File: config.mk
export PLATFORM = sky130hd
export DESIGN_NAME = mmio_responder_flat
export DESIGN_NICKNAME = d
export VERILOG_FILES = /design/src/rtl/mmio_responder_pkg.sv /design/src/rtl/mmio_responder_if.sv /design/src/rtl/mmio_responder_tx_fifo.sv /design/src/rtl/mmio_responder.sv /design/src/flat_wrapper.sv
export SDC_FILE = /design/constraint.sdc
export NUM_CORES = 1
export LEC_CHECK = 0
export BUFFER_PORTS_ARGS = -buffer_cell sky130_fd_sc_hd__buf_4
export CORE_UTILIZATION = 35
export DETAILED_ROUTE_END_ITERATION = 8
export GPL_TIMING_DRIVEN = 0
export SLEW_MARGIN = 25
export SYNTH_ARGS = -nofsm -noshare
export SYNTH_HDL_FRONTEND = slang
export SYNTH_SLANG_ARGS = --single-unit
File: constraint.sdc
create_clock -name clock -period 2.9 [get_ports clock]
set_input_delay 0.29 -clock clock [delete_from_list [all_inputs] [get_ports clock]]
set_output_delay 0.29 -clock clock [all_outputs]
set_load 0.02 [all_outputs]
File: src/rtl/mmio_responder_pkg.sv
// Shared types and constants for the MMIO responder slice.
package mmio_responder_pkg;

  typedef enum logic [1:0] {MMIO_IDLE, MMIO_WAIT, MMIO_RESP} mmio_state_t;

  // Register offsets inside the 256-byte window (8-byte aligned)
  localparam logic [7:0] MMIO_TCOUNT  = 8'h00;
  localparam logic [7:0] MMIO_TCMP    = 8'h08;
  localparam logic [7:0] MMIO_TCTRL   = 8'h10;
  localparam logic [7:0] MMIO_UTX     = 8'h18;
  localparam logic [7:0] MMIO_USTAT   = 8'h20;
  localparam logic [7:0] MMIO_SCRATCH = 8'h28;

  // Access size encoding, shared with data_mem
  localparam logic [2:0] MEM_NONE  = 3'd0;
  localparam logic [2:0] MEM_BYTE  = 3'd1;
  localparam logic [2:0] MEM_HALF  = 3'd2;
  localparam logic [2:0] MEM_WORD  = 3'd3;
  localparam logic [2:0] MEM_DWORD = 3'd4;

  // Byte-enable pattern for an access of the given size starting at lane 0
  function automatic logic [7:0] size_byte_mask(input logic [2:0] size);
    case (size)
      MEM_BYTE:  return 8'h01;
      MEM_HALF:  return 8'h03;
      MEM_WORD:  return 8'h0F;
      MEM_DWORD: return 8'hFF;
      default:   return 8'h00;
    endcase
  endfunction

endpackage

File: src/rtl/mmio_responder_if.sv
// Data-side MMIO bus between the core (master) and the responder (slave).
interface mmio_responder_if;
  logic [63:0] addr;
  logic [63:0] wdata;
  logic [2:0]  mem_load_type;
  logic [2:0]  mem_store_type;
  logic        d_valid;
  logic        d_ready;
  logic [63:0] d_rdata;

  modport master (
    output addr, wdata, mem_load_type, mem_store_type,
    input  d_valid, d_ready, d_rdata
  );

  modport slave (
    input  addr, wdata, mem_load_type, mem_store_type,
    output d_valid, d_ready, d_rdata
  );
endinterface

File: src/rtl/mmio_responder_tx_fifo.sv
// Small power-of-two FIFO feeding the UART transmitter.
module tx_fifo #(
  parameter int unsigned WIDTH = 8,
  parameter int unsigned DEPTH = 4
) (
  input  logic                     clock,
  input  logic                     reset,
  input  logic                     push,
  input  logic                     pop,
  input  logic [WIDTH-1:0]         din,
  output logic [WIDTH-1:0]         dout,
  output logic                     full,
  output logic                     empty,
  output logic [$clog2(DEPTH):0]   count
);
  localparam int unsigned AW = $clog2(DEPTH);

  logic [WIDTH-1:0] mem [DEPTH];
  logic [AW-1:0]    wr_ptr;
  logic [AW-1:0]    rd_ptr;
  logic             do_push;
  logic             do_pop;

  assign empty   = (count == '0);
  assign full    = (count == (AW+1)'(DEPTH));
  assign dout    = mem[rd_ptr];
  assign do_pop  = pop && !empty;
  // A push into a full FIFO still lands when the head leaves in the same cycle
  assign do_push = push && (!full || do_pop);

  // Storage, pointers and occupancy
  always_ff @(posedge clock) begin
    if (reset) begin
      wr_ptr <= '0;
      rd_ptr <= '0;
      count  <= '0;
      for (int unsigned i = 0; i < DEPTH; i++) mem[i] <= '0;
    end else begin
      if (do_push) begin
        mem[wr_ptr] <= din;
        wr_ptr      <= wr_ptr + AW'(1);
      end
      if (do_pop) rd_ptr <= rd_ptr + AW'(1);
      case ({do_push, do_pop})
        2'b10:   count <= count + (AW+1)'(1);
        2'b01:   count <= count - (AW+1)'(1);
        default: count <= count;
      endcase
    end
  end
endmodule

File: src/rtl/mmio_responder.sv
// MMIO target: timer, scratch register and UART TX FIFO behind a fixed-latency handshake.
module mmio_responder
  import mmio_responder_pkg::*;
#(
  parameter logic [63:0] BASE_ADDR   = 64'h0000_0000_0000_A000,
  parameter int unsigned WAIT_STATES = 1,
  parameter int unsigned FIFO_DEPTH  = 4
) (
  input  logic              clock,
  input  logic              reset,
  mmio_responder_if.slave   bus,
  output logic [7:0]        interrupt_sources,
  output logic [7:0]        uart_tx_data,
  output logic              uart_tx_valid,
  input  logic              uart_tx_ready
);
  localparam int unsigned CW = $clog2(FIFO_DEPTH) + 1;

  // 64-bit bit mask for the bytes touched; lanes wrap inside the register
  function automatic logic [63:0] lane_mask(input logic [2:0] size, input logic [2:0] lane);
    logic [15:0] sh;
    logic [7:0]  bm;
    logic [63:0] m;
    sh = {8'h00, size_byte_mask(size)} << lane;
    bm = sh[7:0] | sh[15:8];
    for (int unsigned i = 0; i < 8; i++) m[8*i +: 8] = {8{bm[i]}};
    return m;
  endfunction

  // Rotate low-aligned store data up to its byte lane
  function automatic logic [63:0] lane_place(input logic [63:0] data, input logic [2:0] lane);
    logic [127:0] dd;
    dd = {data, data} << {lane, 3'b000};
    return dd[127:64];
  endfunction

  // Shift the register down to the lane, keep only the access size
  function automatic logic [63:0] lane_extract(input logic [63:0] word, input logic [2:0] lane,
                                               input logic [2:0] size);
    return (word >> {lane, 3'b000}) & lane_mask(size, 3'd0);
  endfunction

  mmio_state_t state;
  logic [3:0]  cnt;
  logic [7:0]  req_off;
  logic [63:0] req_wdata;
  logic [2:0]  req_load;
  logic [2:0]  req_store;
  logic        d_ready_q;

  logic [63:0] tcount, tcmp, scratch;
  logic        en, pend, tie, uie, ovf;

  logic          in_window;
  logic          commit, wr;
  logic [7:0]    reg_off;
  logic [63:0]   wmask, wbits, rd_word;
  logic          push, pop, full, empty;
  logic [CW-1:0] fifo_count;
  logic [2:0]    count3;

  assign in_window   = (bus.addr >= BASE_ADDR) && (bus.addr <= BASE_ADDR + 64'hFF);
  assign bus.d_valid = in_window && (bus.mem_load_type != MEM_NONE || bus.mem_store_type != MEM_NONE);
  assign bus.d_ready = d_ready_q;

  assign commit  = (state == MMIO_RESP);
  assign wr      = commit && (req_store != MEM_NONE);
  assign reg_off = {req_off[7:3], 3'b000};
  assign wmask   = lane_mask(req_store, req_off[2:0]);
  assign wbits   = lane_place(req_wdata, req_off[2:0]) & wmask;

  // Request handshake: latch on d_valid, count wait states, pulse d_ready once
  always_ff @(posedge clock) begin
    if (reset) begin
      state     <= MMIO_IDLE;
      cnt       <= '0;
      req_off   <= '0;
      req_wdata <= '0;
      req_load  <= MEM_NONE;
      req_store <= MEM_NONE;
      d_ready_q <= 1'b0;
    end else begin
      d_ready_q <= 1'b0;
      case (state)
        MMIO_IDLE: if (bus.d_valid) begin
          req_off   <= bus.addr[7:0];
          req_wdata <= bus.wdata;
          req_load  <= bus.mem_load_type;
          req_store <= bus.mem_store_type;
          cnt       <= 4'(WAIT_STATES);
          if (WAIT_STATES == 0) begin
            state     <= MMIO_RESP;
            d_ready_q <= 1'b1;
          end else begin
            state <= MMIO_WAIT;
          end
        end
        MMIO_WAIT: begin
          cnt <= cnt - 4'd1;
          if (cnt == 4'd1) begin
            state     <= MMIO_RESP;
            d_ready_q <= 1'b1;
          end
        end
        MMIO_RESP: state <= MMIO_IDLE;
        default:   state <= MMIO_IDLE;
      endcase
    end
  end

  assign push = wr && (reg_off == MMIO_UTX);
  assign pop  = uart_tx_valid && uart_tx_ready;

  // Timer, control bits, scratch and sticky overflow; stores commit in the RESP cycle
  always_ff @(posedge clock) begin
    if (reset) begin
      tcount  <= '0;
      tcmp    <= '0;
      scratch <= '0;
      en      <= 1'b0;
      pend    <= 1'b0;
      tie     <= 1'b0;
      uie     <= 1'b0;
      ovf     <= 1'b0;
    end else begin
      if (en) tcount <= tcount + 64'd1;
      if (wr && reg_off == MMIO_TCMP)    tcmp    <= (tcmp & ~wmask) | wbits;
      if (wr && reg_off == MMIO_SCRATCH) scratch <= (scratch & ~wmask) | wbits;
      if (wr && reg_off == MMIO_TCTRL) begin
        if (wmask[0]) en  <= wbits[0];
        if (wmask[2]) tie <= wbits[2];
        if (wmask[3]) uie <= wbits[3];
      end
      // A compare match outranks a simultaneous W1C
      if (en && tcount == tcmp)                          pend <= 1'b1;
      else if (wr && reg_off == MMIO_TCTRL && wbits[1])  pend <= 1'b0;
      if (push && full && !pop)                          ovf  <= 1'b1;
      else if (wr && reg_off == MMIO_USTAT && wbits[5])  ovf  <= 1'b0;
    end
  end

  assign count3 = 3'(fifo_count);

  // Read-side register view
  always_comb begin
    rd_word = '0;
    case (reg_off)
      MMIO_TCOUNT:  rd_word = tcount;
      MMIO_TCMP:    rd_word = tcmp;
      MMIO_TCTRL:   rd_word = {60'd0, uie, tie, pend, en};
      MMIO_USTAT:   rd_word = {58'd0, ovf, count3, empty, full};
      MMIO_SCRATCH: rd_word = scratch;
      default:      rd_word = '0;
    endcase
  end

  assign bus.d_rdata = (d_ready_q && req_load != MEM_NONE)
                       ? lane_extract(rd_word, req_off[2:0], req_load) : '0;

  assign uart_tx_valid     = !empty;
  assign interrupt_sources = {6'd0, empty & uie, pend & tie};

  tx_fifo #(.WIDTH(8), .DEPTH(FIFO_DEPTH)) u_tx_fifo (
    .clock (clock),
    .reset (reset),
    .push  (push),
    .pop   (pop),
    .din   (req_wdata[7:0]),
    .dout  (uart_tx_data),
    .full  (full),
    .empty (empty),
    .count (fifo_count)
  );
endmodule

File: src/flat_wrapper.sv
// flat-port wrapper written by rule: the top's interface ports become plain ports
module mmio_responder_flat import mmio_responder_pkg::*;
#(
  parameter logic [63:0] BASE_ADDR   = 64'h0000_0000_0000_A000,
  parameter int unsigned WAIT_STATES = 1,
  parameter int unsigned FIFO_DEPTH  = 4
)
  (clock, reset, interrupt_sources, uart_tx_data, uart_tx_valid, uart_tx_ready, bus_addr, bus_wdata, bus_mem_load_type, bus_mem_store_type, bus_d_valid, bus_d_ready, bus_d_rdata);
  mmio_responder_if bus_i ();
  input  logic clock;
  input  logic reset;
  output logic [7:0] interrupt_sources;
  output logic [7:0] uart_tx_data;
  output logic uart_tx_valid;
  input  logic uart_tx_ready;
  input wire logic [$bits(bus_i.addr)-1:0] bus_addr;
  input wire logic [$bits(bus_i.wdata)-1:0] bus_wdata;
  input wire logic [$bits(bus_i.mem_load_type)-1:0] bus_mem_load_type;
  input wire logic [$bits(bus_i.mem_store_type)-1:0] bus_mem_store_type;
  output wire logic [$bits(bus_i.d_valid)-1:0] bus_d_valid;
  output wire logic [$bits(bus_i.d_ready)-1:0] bus_d_ready;
  output wire logic [$bits(bus_i.d_rdata)-1:0] bus_d_rdata;
  assign bus_i.addr = bus_addr;
  assign bus_i.wdata = bus_wdata;
  assign bus_i.mem_load_type = bus_mem_load_type;
  assign bus_i.mem_store_type = bus_mem_store_type;
  assign bus_d_valid = bus_i.d_valid;
  assign bus_d_ready = bus_i.d_ready;
  assign bus_d_rdata = bus_i.d_rdata;
  mmio_responder #(.BASE_ADDR(BASE_ADDR), .WAIT_STATES(WAIT_STATES), .FIFO_DEPTH(FIFO_DEPTH)) u_core (.clock(clock), .reset(reset), .bus(bus_i), .interrupt_sources(interrupt_sources), .uart_tx_data(uart_tx_data), .uart_tx_valid(uart_tx_valid), .uart_tx_ready(uart_tx_ready));
endmodule
==> impl_metrics.env, run 1 <==
export IMPL_placed_cell_area_sq_um=22400
export IMPL_yosysTopAreaCell="dfxtp_1"
export IMPL_drt_iter0_drc=2210
export IMPL_outcome="finished, violations left"
export IMPL_die_h_um=239
export IMPL_synthTopCellsByCount="374 x nand2_1, 291 x dfxtp_1, 194 x a21oi_1"
export IMPL_n_fill_cell=5346
export IMPL_synth_warnings=0
export IMPL_setup_worst_path_end_class="output pin"
export IMPL_synth_seq_cells=323
export IMPL_cts_made_buffers=39
export IMPL_worst_clock_skew_ns=0.0185
export IMPL_die_x_um=239
export IMPL_wire_per_inst_um=28.8
export IMPL_synth_edf_count=32
export IMPL_worst_slack_ns=-0.596
export IMPL_ys_types=79
export IMPL_place_gp_congestion=1.05
export IMPL_violations="setup timing"
export IMPL_antenna_found_initial=3
export IMPL_ys_top_cells_by_area="dfxtp_1 30%, nand2_1 7.2%, mux4_2 6.1%"
export IMPL_timing_fmax_mhz=286
export IMPL_postRouteWirelength_um=103000
export IMPL_insertion_delay_ns=0.57
export IMPL_hold_depth=3
export IMPL_root_buffer="clkbuf_16"
export IMPL_fin_tns_setup_ns=-19.95
export IMPL_cp_required_ns=2.61
export IMPL_drt_pass1_iterations=6
export IMPL_start_kind="flip-flop"
export IMPL_final_area_sq_um=26800
export IMPL_grt_ovfl_total=0
export IMPL_drive_gt1_share_pct=29.6
export IMPL_final_cells=3574
export IMPL_synth_top_area_share_pct=29.7
export IMPL_rows=86
export IMPL_area_growth_pct=36.9
export IMPL_drc=0
export IMPL_port_buffers=213
export IMPL_rsz0062_at_grt="true"
export IMPL_io_pins=220
export IMPL_hpwl_um=80800
export IMPL_reg2reg_depth=10
export IMPL_worstPathArrival_ns=3.21
export IMPL_syn_inst=2338
export IMPL_slew_headroom_pct=18.9
export IMPL_cts_tree="yes"
export IMPL_ys_flop_type="dfxtp_1"
export IMPL_h_tree_depth=2
export IMPL_hp_class="in2reg"
export IMPL_clkTransAtPathRegs_ns=0.07
export IMPL_viasPerCell=5.93
export IMPL_cp_cell_sequence="nor3_4, buf_12, buf_6, and2_4, buf_12, buf_12, a222oi_1, buf_4, o22ai_2, o21bai_1, o221ai_1, buf_4"
export IMPL_synthArstFlopShare_pct=0
export IMPL_cpPeakStageDelay_ns=0.57
export IMPL_critPathKind="reg2out"
export IMPL_num_vias=21200
export IMPL_p_leak_nw=9.70
export IMPL_start_util_pct=35.5
export IMPL_avgSynthCellArea_sq_um=8.38
export IMPL_tightest_slew_ns=1.20
export IMPL_grt_usage_pct=35.4
export IMPL_syn_area_sq_um=19600
export IMPL_post_synth_top_count_cell="nand2_1"
export IMPL_coreArea_sq_um=55200
export IMPL_slowest_stage="a222oi_1"
export IMPL_die_area_sq_um=56900
export IMPL_drv_slew=0
export IMPL_nets=2932
export IMPL_p_per_area_nw_per_um2=378
export IMPL_finalCritPeriodShare_pct=121
export IMPL_place_inst=3332
export IMPL_cts_sinks=323
export IMPL_maxCapViolations=0
export IMPL_yosysSeqAreaShare_pct=34.7
export IMPL_hold_violations=0
export IMPL_cpMostUsedCell="buf_12"
export IMPL_power_mw=10.1
export IMPL_ant_nets=0
export IMPL_clk_path_buf_depth=3
export IMPL_worst_path_max_fanout=7
export IMPL_final_setup_viol_count=75
export IMPL_fin_crit_ns=3.50
export IMPL_grt_max_degree=20
export IMPL_vdd_ir_drop_max_v=0.000390
export IMPL_grt_pass1_wl_um=145000
export IMPL_grt_pass1_vias=20300
worst max-delay path: cells and delay by family, from the launching register on:
kind,cells,cell delay [ns]
buffers and inverters,6,1.00
DFF,1,0.36
AOI/OAI and AO/OA,4,1.05
and+or+nand+nor,2,0.23
kinds of logic (layout without fill, tap and decap cells):
| group | after synthesis | count (layout) | synth area share [%] |
|---|---|---|---|
| adder cells (fa/ha/maj) | 4 | 4 | 0.294 |
| XOR/XNOR | 111 | 111 | 4.96 |
| other | 1 | 13 | 0.0191 |
| multiplexers | 229 | 229 | 15.8 |
| AO/OA/AOI/OAI | 502 | 502 | 16.4 |
| buffers and inverters | 226 | 702 | 4.96 |
| AND/OR/NAND/NOR | 942 | 942 | 22.9 |
| flip-flops | 323 | 323 | 34.7 |
stage by stage:
step                      worst slack, ns  util (%)  hold slack (ns)
after CTS                          -0.666      47.4          0.00320
after detailed placement            -1.52      40.5            0.468
after floorplan                    0.0691         -            0.430
after global routing               -0.627      48.6          0.00811
after global placement              -1.65      40.1            0.453
final                              -0.596      48.6           0.0199
per-layer routing:
| layer | vias to the layer above | routed length, um | global-route usage, % |
|---|---|---|---|
| met3 | 244 | 8640 | 6.35 |
| li1 | 9336 | - | - |
| met4 | 0 | 5440 | 16.6 |
| met5 | - | 0 | 0 |
| met1 | 10500 | 41900 | 45.5 |
| met2 | 1111 | 47100 | 57.4 |
final timing paths:
kind                                     end  slack (ns)         startpoint
setup reg to reg  u_core.u_tx_fifo.mem[0][3]       -0.05  u_core.req_off[6]
hold reg to reg                   u_core.ovf        0.48         u_core.ovf
setup / recovery             bus_d_rdata[15]       -0.60  u_core.req_off[6]
hold / removal             u_core.req_off[7]        0.02        bus_addr[7]
layout make-up:
type / count / area [sq um] / area share (%)
Inverter: 40 / 151 / 0.565
Clock inverter: 14 / 189 / 0.705
Sequential cell: 323 / 6800 / 25.4
Antenna cell: 7 / 17.5 / 0.0653
Buffer: 177 / 1140 / 4.25
Tap cell: 748 / 936 / 3.49
Clock buffer: 55 / 1130 / 4.21
Timing Repair Buffer: 416 / 3620 / 13.5
Multi-Input combinational cell: 1794 / 12800 / 47.8
power breakdown:
group / internal, mW / switching, mW / total [mW]
registers: 4.52 / 0.00575 / 4.53
clock network: 3.08 / 2.09 / 5.17
logic: 0.220 / 0.222 / 0.442
placed cells by master (no fill, tap or decap), types with 9 or more instances in the layout:
cell	synthesis	layout
nor4_1	46	45
mux2i_1	70	66
xnor2_1	64	64
dlygate4sd3_1	0	73
mux2_2	101	96
and3_1	25	25
o22ai_1	19	13
a211oi_1	35	24
a22oi_2	0	24
nand3_1	43	41
nand2_2	0	12
o21ai_1	2	11
a222oi_1	29	29
clkbuf_8	0	9
a21oi_1	194	178
buf_4	13	302
mux4_2	53	53
clkbuf_2	5	16
nand2b_1	14	14
a21oi_2	0	11
o221ai_2	0	10
xor2_1	47	47
buf_2	48	20
dfxtp_1	291	285
nor2_1	192	174
nor2_2	0	10
buf_12	0	17
clkbuf_1	104	84
and2_1	27	24
nor2b_1	105	103
clkbuf_16	0	41
buf_6	1	68
nand2_1	374	360
o21ai_0	86	70
inv_1	38	38
nand4_1	32	32
nor3_1	38	30
edfxtp_1	32	32
or3_1	11	9
timing repair:
item	CTS	global route
hold buffers	73	0
buffers inserted	67	39
setup endpoints to repair	196	138
gates cloned	1	1
endpoints found under the hold margin	73	0
resized for setup	322	133
pin swaps	69	58
No activity file was read; power rests on OpenSTA's default activity.
==> run 2, diff against run 1 <==
Settings changed: RECOVER_POWER set to 100.
==> run 2 against run 1 <==
Against the previous run: the run still ends with setup timing left; worst hold slack hardly changed; critical path type unchanged; critical endpoint is now bus_d_rdata[39]; combinational power down 1%; wire length hardly changed; largest cell class unchanged.
==> impl_metrics.env, run 2 (synthesis results as in run 1) <==
export IMPL_violations="setup timing"
export IMPL_critPathKind="reg2out"
export IMPL_vdd_ir_drop_max_v=0.000387
export IMPL_area_growth_pct=36.6
export IMPL_rsz0062_at_grt="true"
export IMPL_timing_fmax_mhz=289
export IMPL_grt_ovfl_total=0
export IMPL_wire_per_inst_um=28.9
export IMPL_nets=2932
export IMPL_hpwl_um=80800
export IMPL_finalCritPeriodShare_pct=119
export IMPL_rows=86
export IMPL_worst_clock_skew_ns=0.0224
export IMPL_seq_power_share_pct=44.7
export IMPL_port_buffers=213
export IMPL_ant_nets=0
export IMPL_setup_worst_path_end_class="output pin"
export IMPL_drt_pass1_iterations=6
export IMPL_drt_iter0_drc=2219
export IMPL_hold_violations=0
export IMPL_final_area_sq_um=26700
export IMPL_hp_class="in2reg"
export IMPL_h_tree_depth=2
export IMPL_insertion_delay_ns=0.57
export IMPL_antenna_found_initial=3
export IMPL_grt_usage_pct=35.4
export IMPL_worst_slack_ns=-0.561
export IMPL_root_buffer="clkbuf_16"
export IMPL_startpoint="u_core.req_off[6]"
export IMPL_n_fill_cell=5360
export IMPL_comb_power_share_pct=4.3
export IMPL_swShare_pct=22.8
export IMPL_placed_cell_area_sq_um=22400
export IMPL_dpl_worst_slack_ns=-1.52
export IMPL_viasPerCell=5.94
export IMPL_fin_crit_ns=3.46
export IMPL_cts_tree="yes"
export IMPL_power_mw=10.1
export IMPL_cts_sinks=323
export IMPL_die_area_sq_um=56900
export IMPL_drc=0
export IMPL_worstPathArrival_ns=3.17
export IMPL_p_leak_nw=9.62
export IMPL_io_pins=220
export IMPL_start_util_pct=35.5
export IMPL_num_vias=21200
export IMPL_postRouteWirelength_um=103000
export IMPL_cp_required_ns=2.61
export IMPL_slew_headroom_pct=17.6
export IMPL_p_per_area_nw_per_um2=379
export IMPL_timing_rr_end="u_core.u_tx_fifo.mem[0][3]"
export IMPL_drv_slew=0
export IMPL_tightest_slew_ns=1.22
export IMPL_layout_common_cells="360 x nand2_1, 287 x buf_4, 285 x dfxtp_1, 178 x a21oi_1, 174 x nor2_1"
export IMPL_reg2reg_depth=10
export IMPL_hold_ws_ns=0.0197
export IMPL_clkTransAtPathRegs_ns=0.06
export IMPL_r2r_slack_ns=-0.37
export IMPL_setup_worst_path_end="bus_d_rdata[39]"
export IMPL_utilization_pct=48.5
export IMPL_coreArea_sq_um=55200
export IMPL_clk_path_buf_depth=3
export IMPL_drive_gt1_share_pct=29.0
export IMPL_clkPwrFrac_pct=51.0
export IMPL_grt_max_degree=20
export IMPL_r2r_start="u_core.req_off[6]"
export IMPL_worst_path_max_fanout=7
export IMPL_cts_made_buffers=39
export IMPL_start_kind="flip-flop"
export IMPL_maxCapViolations=0
export IMPL_grt_pass1_vias=20300
export IMPL_die_h_um=239
export IMPL_die_x_um=239
export IMPL_final_setup_viol_count=120
export IMPL_power_switching_mw=2.31
export IMPL_outcome="finished, violations left"
export IMPL_place_gp_congestion=1.05
export IMPL_final_common_cell="nand2_1"
export IMPL_grt_pass1_wl_um=145000
export IMPL_p_int_mw=7.82
run 2: worst min-delay path by stage:
| stage | from | slack [ns] | cells after the start | endpoint |
|---|---|---|---|---|
| 2_1_floorplan | bus_mem_load_type[0] | 0.43 | 2 | u_core.req_load[0] |
| 3_3_place_gp | u_core.ovf | 0.45 | 2 | u_core.ovf |
| 3_5_place_dp | flip-flop | 0.47 | 2 | flip-flop |
| 4_1_cts | bus_addr[7] | 0.003 | 3 | u_core.req_off[7] |
| 5_1_grt | bus_addr[7] | 0.008 | 3 | u_core.req_off[7] |
| 6_report | bus_wdata[54] | 0.02 | 3 | u_core.req_wdata[54] |
run 2: worst max-delay path, cell delays in order, from the launching register on:
cell      delay (ns)
dfxtp_2         0.36
nor3_4          0.06
buf_12          0.14
buf_6           0.11
and2_4          0.17
buf_12          0.14
buf_12          0.14
a222oi_1        0.55
buf_4           0.29
buf_4           0.14
a22oi_2         0.05
nand2_2         0.14
buf_6           0.11
nor2_1          0.03
buf_4           0.18
run 2: per-stage QoR:
| stage | instances | TNS, ns |
|---|---|---|
| 3_3_place_gp | 3304 | -165.77 |
| 3_5_place_dp | 3332 | -137.61 |
| 4_1_cts | 3537 | -23.74 |
| 6_report | 3573 | -24.53 |
| 5_1_grt | 3569 | -43.30 |
| 2_1_floorplan | 2343 | 0 |
run 2: power groups by stage:
| stage | Combinational [mW] | Clock [mW] | Sequential (mW) |
|---|---|---|---|
| after floorplan | 0.109 | 0 | 4.63 |
| after global placement | 0.356 | 0 | 4.63 |
| after detailed placement | 0.358 | 0 | 4.63 |
| after CTS | 0.438 | 5.21 | 4.53 |
| after global routing | 0.456 | 5.39 | 4.53 |
| final | 0.436 | 5.16 | 4.53 |
run 2: final cells by class:
cell class	instances	area [sq um]	area share [%]
multi-input cells	1794	12800	47.9
flip-flops and latches	323	6800	25.4
clock buffers	55	1130	4.22
plain buffers	177	1130	4.24
clock inverters	14	189	0.706
repair buffers	416	3580	13.4
well taps	748	936	3.50
inverters	40	151	0.566
diodes	6	15.0	0.0561
run 2: repair_timing:
action | in CTS | in global routing
gates cloned | 1 | 1
buffers inserted | 67 | 39
endpoints found under the setup margin | 196 | 138
endpoints found under the hold margin | 73 | 0
resized for setup | 322 | 133
hold buffers | 73 | 0
pin swaps | 69 | 58
run 2: per-layer routing:
| layer | vias up | share of wire (%) | global-route usage [%] |
|---|---|---|---|
| met3 | 255 | 8.2 | 6.35 |
| met4 | 0 | 5.3 | 16.6 |
| met1 | 10500 | 41 | 45.5 |
| met5 | - | 0 | 0 |
| met2 | 1139 | 46 | 57.4 |
| li1 | 9332 | - | - |
